--- config.mk ---
export PLATFORM = sky130hd
export DESIGN_NAME = seg_msg_scroller
export DESIGN_NICKNAME = d
export VERILOG_FILES = /design/src/rtl/seg_glyph_pkg.sv /design/src/rtl/seg_prescaler.sv /design/src/rtl/seg_msg_scroller.sv
export SDC_FILE = /design/constraint.sdc
export NUM_CORES = 1
export LEC_CHECK = 0
export CORE_MARGIN = 3
export CORE_UTILIZATION = 55
export DETAILED_ROUTE_END_ITERATION = 12
export GPL_TIMING_DRIVEN = 0
export PLACE_DENSITY = 0.89
export SKIP_LAST_GASP = 1
export SLEW_MARGIN = 20
export SYNTH_ARGS = -nofsm -noshare
export SYNTH_HDL_FRONTEND = slang
export SYNTH_SLANG_ARGS = --single-unit
--- constraint.sdc ---
create_clock -name clk -period 3.3 [get_ports clk]
set_clock_uncertainty 0.05 [all_clocks]
set_input_delay 0.66 -clock clk [delete_from_list [all_inputs] [get_ports clk]]
set_output_delay 0.66 -clock clk [all_outputs]
set_load 0.005 [all_outputs]
--- src/rtl/seg_glyph_pkg.sv ---
// rtl/seg_glyph_pkg.sv - glyph codes and 7-segment pattern table
// Shared glyph code width, named codes and the code-to-segment lookup.
package seg_glyph_pkg;

  localparam int CODE_W = 4;

  localparam logic [CODE_W-1:0] G_A     = 4'hA;
  localparam logic [CODE_W-1:0] G_C     = 4'hB;
  localparam logic [CODE_W-1:0] G_L     = 4'hC;
  localparam logic [CODE_W-1:0] G_P     = 4'hD;
  localparam logic [CODE_W-1:0] G_DASH  = 4'hE;
  localparam logic [CODE_W-1:0] G_BLANK = 4'hF;

  // Active-low pattern ordered {g,f,e,d,c,b,a}; 0 doubles as O and 5 as S.
  function automatic logic [6:0] glyph(input logic [CODE_W-1:0] code);
    logic [6:0] pat;
    case (code)
      4'h0:    pat = 7'b1000000;
      4'h1:    pat = 7'b1111001;
      4'h2:    pat = 7'b0100100;
      4'h3:    pat = 7'b0110000;
      4'h4:    pat = 7'b0011001;
      4'h5:    pat = 7'b0010010;
      4'h6:    pat = 7'b0000010;
      4'h7:    pat = 7'b1111000;
      4'h8:    pat = 7'b0000000;
      4'h9:    pat = 7'b0010000;
      G_A:     pat = 7'b0001000;
      G_C:     pat = 7'b1000110;
      G_L:     pat = 7'b1000111;
      G_P:     pat = 7'b0001100;
      G_DASH:  pat = 7'b0111111;
      default: pat = 7'b1111111;
    endcase
    return pat;
  endfunction

endpackage

--- src/rtl/seg_prescaler.sv ---
// rtl/seg_prescaler.sv - free-running modulo-DIV counter with terminal-count tick
// Counts 0..DIV-1 while run is high; clr forces the count back to 0.
module seg_prescaler #(
  parameter int DIV = 2
) (
  input  logic clk,
  input  logic rst_n,
  input  logic clr,
  input  logic run,
  output logic tick
);

  localparam int CNT_W = $clog2(DIV);

  logic [CNT_W-1:0] cnt_q;
  logic [CNT_W-1:0] cnt_d;
  logic             at_end;

  assign at_end = (cnt_q == CNT_W'(DIV - 1));
  assign tick   = run && at_end;

  // Next count: clear has priority, otherwise wrap at terminal count.
  always_comb begin
    cnt_d = cnt_q;
    if (clr) begin
      cnt_d = '0;
    end else if (run) begin
      cnt_d = at_end ? '0 : cnt_q + 1'b1;
    end
  end

  // Count register.
  always_ff @(posedge clk or negedge rst_n) begin
    if (!rst_n) begin
      cnt_q <= '0;
    end else begin
      cnt_q <= cnt_d;
    end
  end

endmodule

--- src/rtl/seg_msg_scroller.sv ---
// rtl/seg_msg_scroller.sv - scrolling message driver for multiplexed 7-segment digits
// Holds the message, the scroll offset and the scan slot, and registers seg/an.
module seg_msg_scroller
  import seg_glyph_pkg::*;
#(
  parameter int NUM_DIGITS = 4,
  parameter int MSG_LEN    = 16,
  parameter int SCROLL_DIV = 25_000_000,
  parameter int SCAN_DIV   = 50_000,
  localparam int POS_W     = (MSG_LEN > 1) ? $clog2(MSG_LEN) : 1
) (
  input  logic                       clk,
  input  logic                       rst_n,
  input  logic                       load,
  input  logic [MSG_LEN*CODE_W-1:0]  msg_in,
  input  logic                       en,
  input  logic                       dir,
  input  logic                       step,
  output logic [6:0]                 seg,
  output logic [NUM_DIGITS-1:0]      an,
  output logic [POS_W-1:0]           pos,
  output logic                       wrap
);

  localparam int SCAN_W = (NUM_DIGITS > 1) ? $clog2(NUM_DIGITS) : 1;
  // Wide enough for pos + digit index with MSG_LEN up to 256.
  localparam int SUM_W  = 9;

  logic [MSG_LEN*CODE_W-1:0] msg_q, msg_d;
  logic [POS_W-1:0]          pos_q, pos_d;
  logic                      wrap_q, wrap_d;
  logic [SCAN_W-1:0]         scan_idx_q, scan_idx_d;
  logic [6:0]                seg_q;
  logic [NUM_DIGITS-1:0]     an_q;

  logic                      scan_tick;
  logic                      scroll_tick;
  logic                      move;
  logic [SUM_W-1:0]          char_sum;
  logic [SUM_W-1:0]          char_idx;
  logic [CODE_W-1:0]         char_code;

  seg_prescaler #(.DIV(SCAN_DIV)) u_scan_div (
    .clk   (clk),
    .rst_n (rst_n),
    .clr   (1'b0),
    .run   (1'b1),
    .tick  (scan_tick)
  );

  // Scroll timer stops and clears whenever auto-scroll is off; a load restarts it.
  seg_prescaler #(.DIV(SCROLL_DIV)) u_scroll_div (
    .clk   (clk),
    .rst_n (rst_n),
    .clr   (!en || load),
    .run   (en),
    .tick  (scroll_tick)
  );

  // A load swallows any coincident step or scroll tick.
  assign move = !load && (en ? scroll_tick : step);

  // Message capture and offset update with explicit compare-and-wrap.
  always_comb begin
    msg_d  = msg_q;
    pos_d  = pos_q;
    wrap_d = 1'b0;
    if (load) begin
      msg_d = msg_in;
      pos_d = '0;
    end else if (move) begin
      if (!dir) begin
        if (pos_q == POS_W'(MSG_LEN - 1)) begin
          pos_d  = '0;
          wrap_d = 1'b1;
        end else begin
          pos_d = pos_q + 1'b1;
        end
      end else begin
        if (pos_q == '0) begin
          pos_d  = POS_W'(MSG_LEN - 1);
          wrap_d = 1'b1;
        end else begin
          pos_d = pos_q - 1'b1;
        end
      end
    end
  end

  // Scan slot advances on each scan tick and wraps after the last digit.
  always_comb begin
    scan_idx_d = scan_idx_q;
    if (scan_tick) begin
      scan_idx_d = (scan_idx_q == SCAN_W'(NUM_DIGITS - 1)) ? '0 : scan_idx_q + 1'b1;
    end
  end

  // Character index (pos + k) mod MSG_LEN; k < MSG_LEN so one subtraction suffices.
  always_comb begin
    char_sum = SUM_W'(pos_q) + SUM_W'(scan_idx_q);
    char_idx = char_sum;
    if (char_sum >= SUM_W'(MSG_LEN)) begin
      char_idx = char_sum - SUM_W'(MSG_LEN);
    end
  end

  // Select the glyph code for the active digit.
  always_comb begin
    char_code = G_BLANK;
    for (int i = 0; i < MSG_LEN; i++) begin
      if (char_idx == SUM_W'(i)) begin
        char_code = msg_q[i*CODE_W +: CODE_W];
      end
    end
  end

  // State and registered display outputs.
  always_ff @(posedge clk or negedge rst_n) begin
    if (!rst_n) begin
      msg_q      <= {MSG_LEN{G_BLANK}};
      pos_q      <= '0;
      wrap_q     <= 1'b0;
      scan_idx_q <= '0;
      seg_q      <= 7'h7F;
      an_q       <= '1;
    end else begin
      msg_q      <= msg_d;
      pos_q      <= pos_d;
      wrap_q     <= wrap_d;
      scan_idx_q <= scan_idx_d;
      seg_q      <= glyph(char_code);
      an_q       <= ~(NUM_DIGITS'(1) << scan_idx_q);
    end
  end

  assign seg  = seg_q;
  assign an   = an_q;
  assign pos  = pos_q;
  assign wrap = wrap_q;

endmodule

---- Yosys cells after proc, flatten, opt, wreduce, memory -nomap -nowiden ----
Memories as Yosys holds them, arrays and structs flattened. A register that Yosys moved wholly into a read port is not among the register bits.
Index checks and enable logic that the tools add are counted.
W data, S select, Z words.
word-level totals
  word-level logic and storage cells ...... 80
  RAM bits ................................ 0
  output and inout port bits .............. 16
  register bits ........................... 116
  input bits .............................. 70
  bits in latches ......................... 0
  bits in read-only memories .............. 112
  memories kept ........................... 1
cells by class
  shift operators ......................... 1
  divide/modulo/power cells ............... 0
  bitwise logic cells ..................... 1
  reduce and logical (&&, ||, !) cells .... 10
  mux-type cells .......................... 33
  magnitude comparators ................... 1
  add/subtract/negate cells ............... 7
  equality and inequality tests ........... 19
  multipliers ............................. 0
memories
  name             depth  width  read ports  clocked after memory_dff  wr ports  line                 source
  (no name shown)  16     7      1           1                         0         seg_glyph_pkg.sv:17  case (code)
operators by type and width
  cell                     number
  $mux W4                  21
  $mux W25                 3
  $eq A9 B4 Y1 const B     8
  $eq A9 B3 Y1 const B     4
  $add A25 B1 Y25 const B  1
  $eq A25 B25 Y1 const B   1
  $eq A9 B2 Y1 const B     2
  $add A16 B1 Y16 const B  1
  $eq A16 B16 Y1 const B   1
  $mux W16                 1
  $eq A9 B1 Y1 const B     1
  $logic_not A9 Y1         1
  $mux W9                  1
  $mux W1                  6
  $sub A5 B5 Y6 const B    1
  $add A4 B2 Y5            1
  $ge A5 B5 Y1 const B     1
  $add A4 B1 Y4 const B    1
  $eq A4 B4 Y1 const B     1
  $logic_not A4 Y1         1
  $not A4 Y4               1
  $reduce_bool A2 Y1       2
  $shl A1 B2 Y4 const A    1
  $sub A4 B1 Y4 const B    1
  6 further kinds          9

---- Depth between registers and ports, before layout ----
  depth after elaboration ................. 20
  gate-level depth with buffers ........... 15

---- Cells and area by module ----
From an unflattened synthesis, not the netlist that was laid out.
unflattened totals
  cells, all modules ...................... 617
  area total of the unflattened synthesis .. 7016.7 µm²
by module, submodules not included
  module                        sequential area each (µm²)  area an instance (µm²)  cells each  times used
  seg_msg_scroller              2145.8                      4516.8                  353         1
  seg_prescaler (u_scroll_div)  625.6                       1508.9                  169         1
  seg_prescaler (u_scan_div)    400.4                       991.0                   95          1

---- Worst setup path after synthesis ----
No wires, ideal clock.
  path kind ............................... reg-to-reg
  start ................................... register pos_q[0], in the netlist pos[0]
  end ..................................... register seg_q[3], in the netlist seg[3]
  setup slack ............................. 0.198 ns
  clock period less this slack ............ 3.102 ns
  data arrival time ....................... 2.958 ns
  cell stages (with the launch flop) ...... 15
  cell sequence ........................... dfrtp_1 -> ha_1 -> inv_1 -> fa_1 -> buf_2 -> nand3_1 -> mux2_4 -> and2_4 -> or3_1 -> a221o_1 -> buf_6 -> ha_1 -> nor2_1 -> mux2i_1 -> o211ai_1
on the way
  longest elaborated chain between the ends .. 20
  elaborated cells between the ends (all ways) .. 36
  those cells by class .................... add/sub (2); order compare (1); eq/ne (15); mux (17); reduce/logical (1)
ends and longest elaborated chain
  what                                           line                                              source
  from (decl)                                    seg_msg_scroller.sv:30                            logic [POS_W-1:0] pos_q, pos_d;
  from (signal assigned)                         seg_msg_scroller.sv:128                           pos_q <= pos_d;
  $add A4 B2 Y5 *                                seg_msg_scroller.sv:100                           char_sum = SUM_W'(pos_q) + SUM_W'(scan_idx_q);
  $sub A5 B5 Y6 or $ge A5 B5 Y1 (tied branches)  seg_msg_scroller.sv:103, seg_msg_scroller.sv:102
  $mux W9 *                                      seg_msg_scroller.sv:102                           if (char_sum >= SUM_W'(MSG_LEN)) begin
  $logic_not A9 Y1                               seg_msg_scroller.sv:111                           if (char_idx == SUM_W'(i)) begin
  $mux W4 (15 in a row)                          seg_msg_scroller.sv:111
  $mux W4 *                                      seg_msg_scroller.sv:111
  to (decl)                                      seg_msg_scroller.sv:33                            logic [6:0] seg_q;
Every way passes the cells marked *; elsewhere a longest branch is shown, timed or not.
A chain may end at the register's enable or synchronous reset.

---- Worst setup path in the final report ----
Same ends and word-level chain as after synthesis.

==> results.md <==
* Count leader, synth: dfstp_2
* Cell Rows at 38
* Pin count of the biggest net entering global routing at 68
* # hold bufs at CTS at 0
* Final Cell Area at 8070 sq um
* Highest cell delay on the worst timing path at around 410 ps
* Mean Syn Cell Area at approximately 11 sq um
* DR vias at 4704
* Post-synth top area share at 31.6%
* Final Slew Violations at 0
* Pre-CTS setup slack at -292 ps
* CP startpoint kind: flop
* Count of different cell masters after synthesis at 58
* Initial DRC Count at around 270
* DP HPWL at 10.5 mm
* Peak VDD IR at a little under 0.0005 V
* DRC viols at 0
* Final setup viols at 0
* Wirelength per Cell at ~18 um
* Detailed-route wire length at 15.0 mm
* Mapped Area at roughly 6200 sq um
* Final worst slack at 80.9 ps
* Multi-input combinational cell area at approximately 3000 sq um
* Initial antenna violation count at 0
* CTS HTree Levels at 4
* Crit path max fanout at 10
* Via-to-Cell Ratio at ~5.8
* Leak pwr at 3.26 nW
* CTS root buf: clkbuf_16
* Max-Cap Viols at 0
* Initial Utilization at between 50% and 60%
* Die X at around 110 um
* Final Wtd Congestion at 0.944
* Syn Nets at about 640
* Synth area leaders: dfstp_2 (32%), dfrtp_1 (19%), mux2_2 (11%)
* Fmax at roughly 0.31 GHz
* ANT cells at 0
* Vias in the first global route at 4763
* Core footprint at around 11000 sq um
* CP endpoint kind: flop
* First-pass GRT wire length at between 20 and 25 mm
* Top FF cell, synth: dfstp_2
* Async SR Flop Fraction at 100%
* RSZ-0062 raised after global routing: yes
* CTS tree: done
* Worst-Margin Slew at between 700 and 800 ps
* Max clock buf depth at 2
* Number of synthesized flops with an enable pin at 0
* CP Data Arrival Time at ~3500 ps
* Remaining Overflow, GRT at 0
* Reg2reg path depth at 14
* Fill count at between 700 and 800
* GRT Total Usage at 24.5%
* Detailed Routing Iterations Pass 1 at 5
* Critical path class: flop to flop
* Die Y at 112 um
* I/O pin total at 86
* Layout cells sized above 1 at between 30% and 40%
* Clk_lat worst skew at 420 ps
* IO buf count at 85
* Seq cells post-synth at between 100 and 150
* Final #Nets at 749
* CTS buffer count at 17
* Final Hold Fails at 0
* Seq/Total Area, Yosys at around half
* Worst Path Required at 3580 ps
* Slowest cell on the critical path: dfrtp_2
* Detail Route Antenna Nets at 0
* Clock Sink Count at ~120
* Yosys warnings at 0
* Hold Crit Class: input pin to asynchronous set/reset pin
* Status: finished clean
* Die ar. at between 10000 and 15000 sq um
* Layout area overhead at 29.4%
* Critical path, cell by cell: ha_2 -> inv_1 -> fa_2 -> buf_6 -> nand3_2 -> mux2_4 -> and2_4 -> or3_1 -> a221o_1 -> buf_6 -> ha_4 -> nor2_1 -> mux2i_1 -> o211ai_1
* Post-DP Area at between 7000 and 8000 sq um
* Post-layout util at between 70% and 80%
* Period utilisation layout at 97.5%
* Most common library cells after synthesis: dfstp_2 (75), mux2_2 (62), nor2_1 (60)
* CTS clk-pin slew, worst paths at 50 ps
* Most numerous cell on the critical path: buf_6
* Reg area at 3170 sq um
* Slew headroom at between 40% and 50%
* Syn Inst Count at between 500 and 600
* Minimum clock period at ~3200 ps
* PD cells at approximately 550 nW/um^2
* Biggest area consumer among synthesized cells: dfstp_2
-- report_power, final --
part	internal, mW	switching, mW
clock	1.29	0.651
combinational	0.391	0.333
sequential	1.72	0.0603
total	3.40	1.04
-- cell families (layout without fill, tap and decap cells) --
kind of cell,after synthesis,after routing,synth area share (%)
adders and majority gates,15,15,3.13
AOI/OAI and AO/OA,75,75,7.75
xor gates and xnor gates,40,40,5.62
DFF,123,123,50.9
muxes,84,84,16.4
and+or+nand+nor,166,166,12.7
buffers and inverters,51,174,3.47
-- sequential cells by signal (all words and copies together), names as in the netlist --
signal and flops:
u_scroll_div.cnt_q 25, pos 4, msg_q 64, an 4, u_scan_div.cnt_q 16, seg 7
wrap 1, scan_idx_q 2
-- path summary, 6_finish.rpt --
path / from / to / slack [ps]
max: pos[0] / seg[3] / 80
min: rst_n / u_scroll_div.cnt_q[17] / 190
max reg2reg: pos[0] / seg[3] / 80
min reg2reg: u_scan_div.cnt_q[0] / u_scan_div.cnt_q[0] / 410
max in group asynchronous: rst_n / msg_q[5] / 2260
min in group clk: u_scan_div.cnt_q[0] / u_scan_div.cnt_q[0] / 410
-- critical path: cells and delay by family (launching register included) --
kind                     cells  cell delay [ps]
multiplexers                 2              430
AO/OA/AOI/OAI                2              470
AND/OR/NAND/NOR              4              690
buffers and inverters        3              370
adder cells (fa/ha/maj)      3              700
flip-flops                   1              410
-- cell usage in the layout (no fill, tap or decap), types with 8 or more instances in the layout --
cell type,count
mux4_2,8
dfstp_2,75
a21oi_1,27
mux2_2,62
nand2_1,32
nand3_1,21
nand4_1,8
and3_1,8
xnor2_1,18
o21ai_0,18
clkbuf_1,16
xor2_1,22
nor2_1,58
inv_1,22
ha_1,12
clkbuf_16,17
clkdlybuf4s50_1,84
mux2i_1,12
dfrtp_1,46
-- per-stage QoR --
stage / hold WS, ps / std cells / TNS (ps) / power, mW
floorplan: 314 / 554 / 0 / 2.16
global placement: 399 / 779 / -241910 / 2.43
detailed placement: 404 / 780 / -1780 / 2.47
CTS: 201 / 814 / 0 / 4.45
global route: 238 / 817 / -37.0 / 4.62
finish: 193 / 817 / 0 / 4.45
-- cell type report --
cell class / count / area share [%]
Timing Repair Buffer: 91 / 11.4
Inverter: 23 / 1.07
Multi-Input combinational cell: 380 / 36.2
Clock buffer: 19 / 5.62
Buffer: 28 / 2.08
Sequential cell: 123 / 39.4
Tap cell: 140 / 2.17
Clock inverter: 13 / 2.14
-- timing repair --
action | in CTS | in global routing
endpoints found under the setup margin | 7 | 7
resized for setup | 13 | 21
cloned | 0 | 0
hold endpoints to repair | 0 | 0
pin swaps | 0 | 3
setup buffers | 2 | 3
-- metal layers --
layer,vias to the layer above,global-route usage [%],share of wire [%]
met5,-,0,0
met4,0,10.9,2.7
met3,36,6.25,5.5
met2,174,40.8,51
met1,2330,30.3,41
li1,2164,-,-
(Power assumes the default switching activity.)
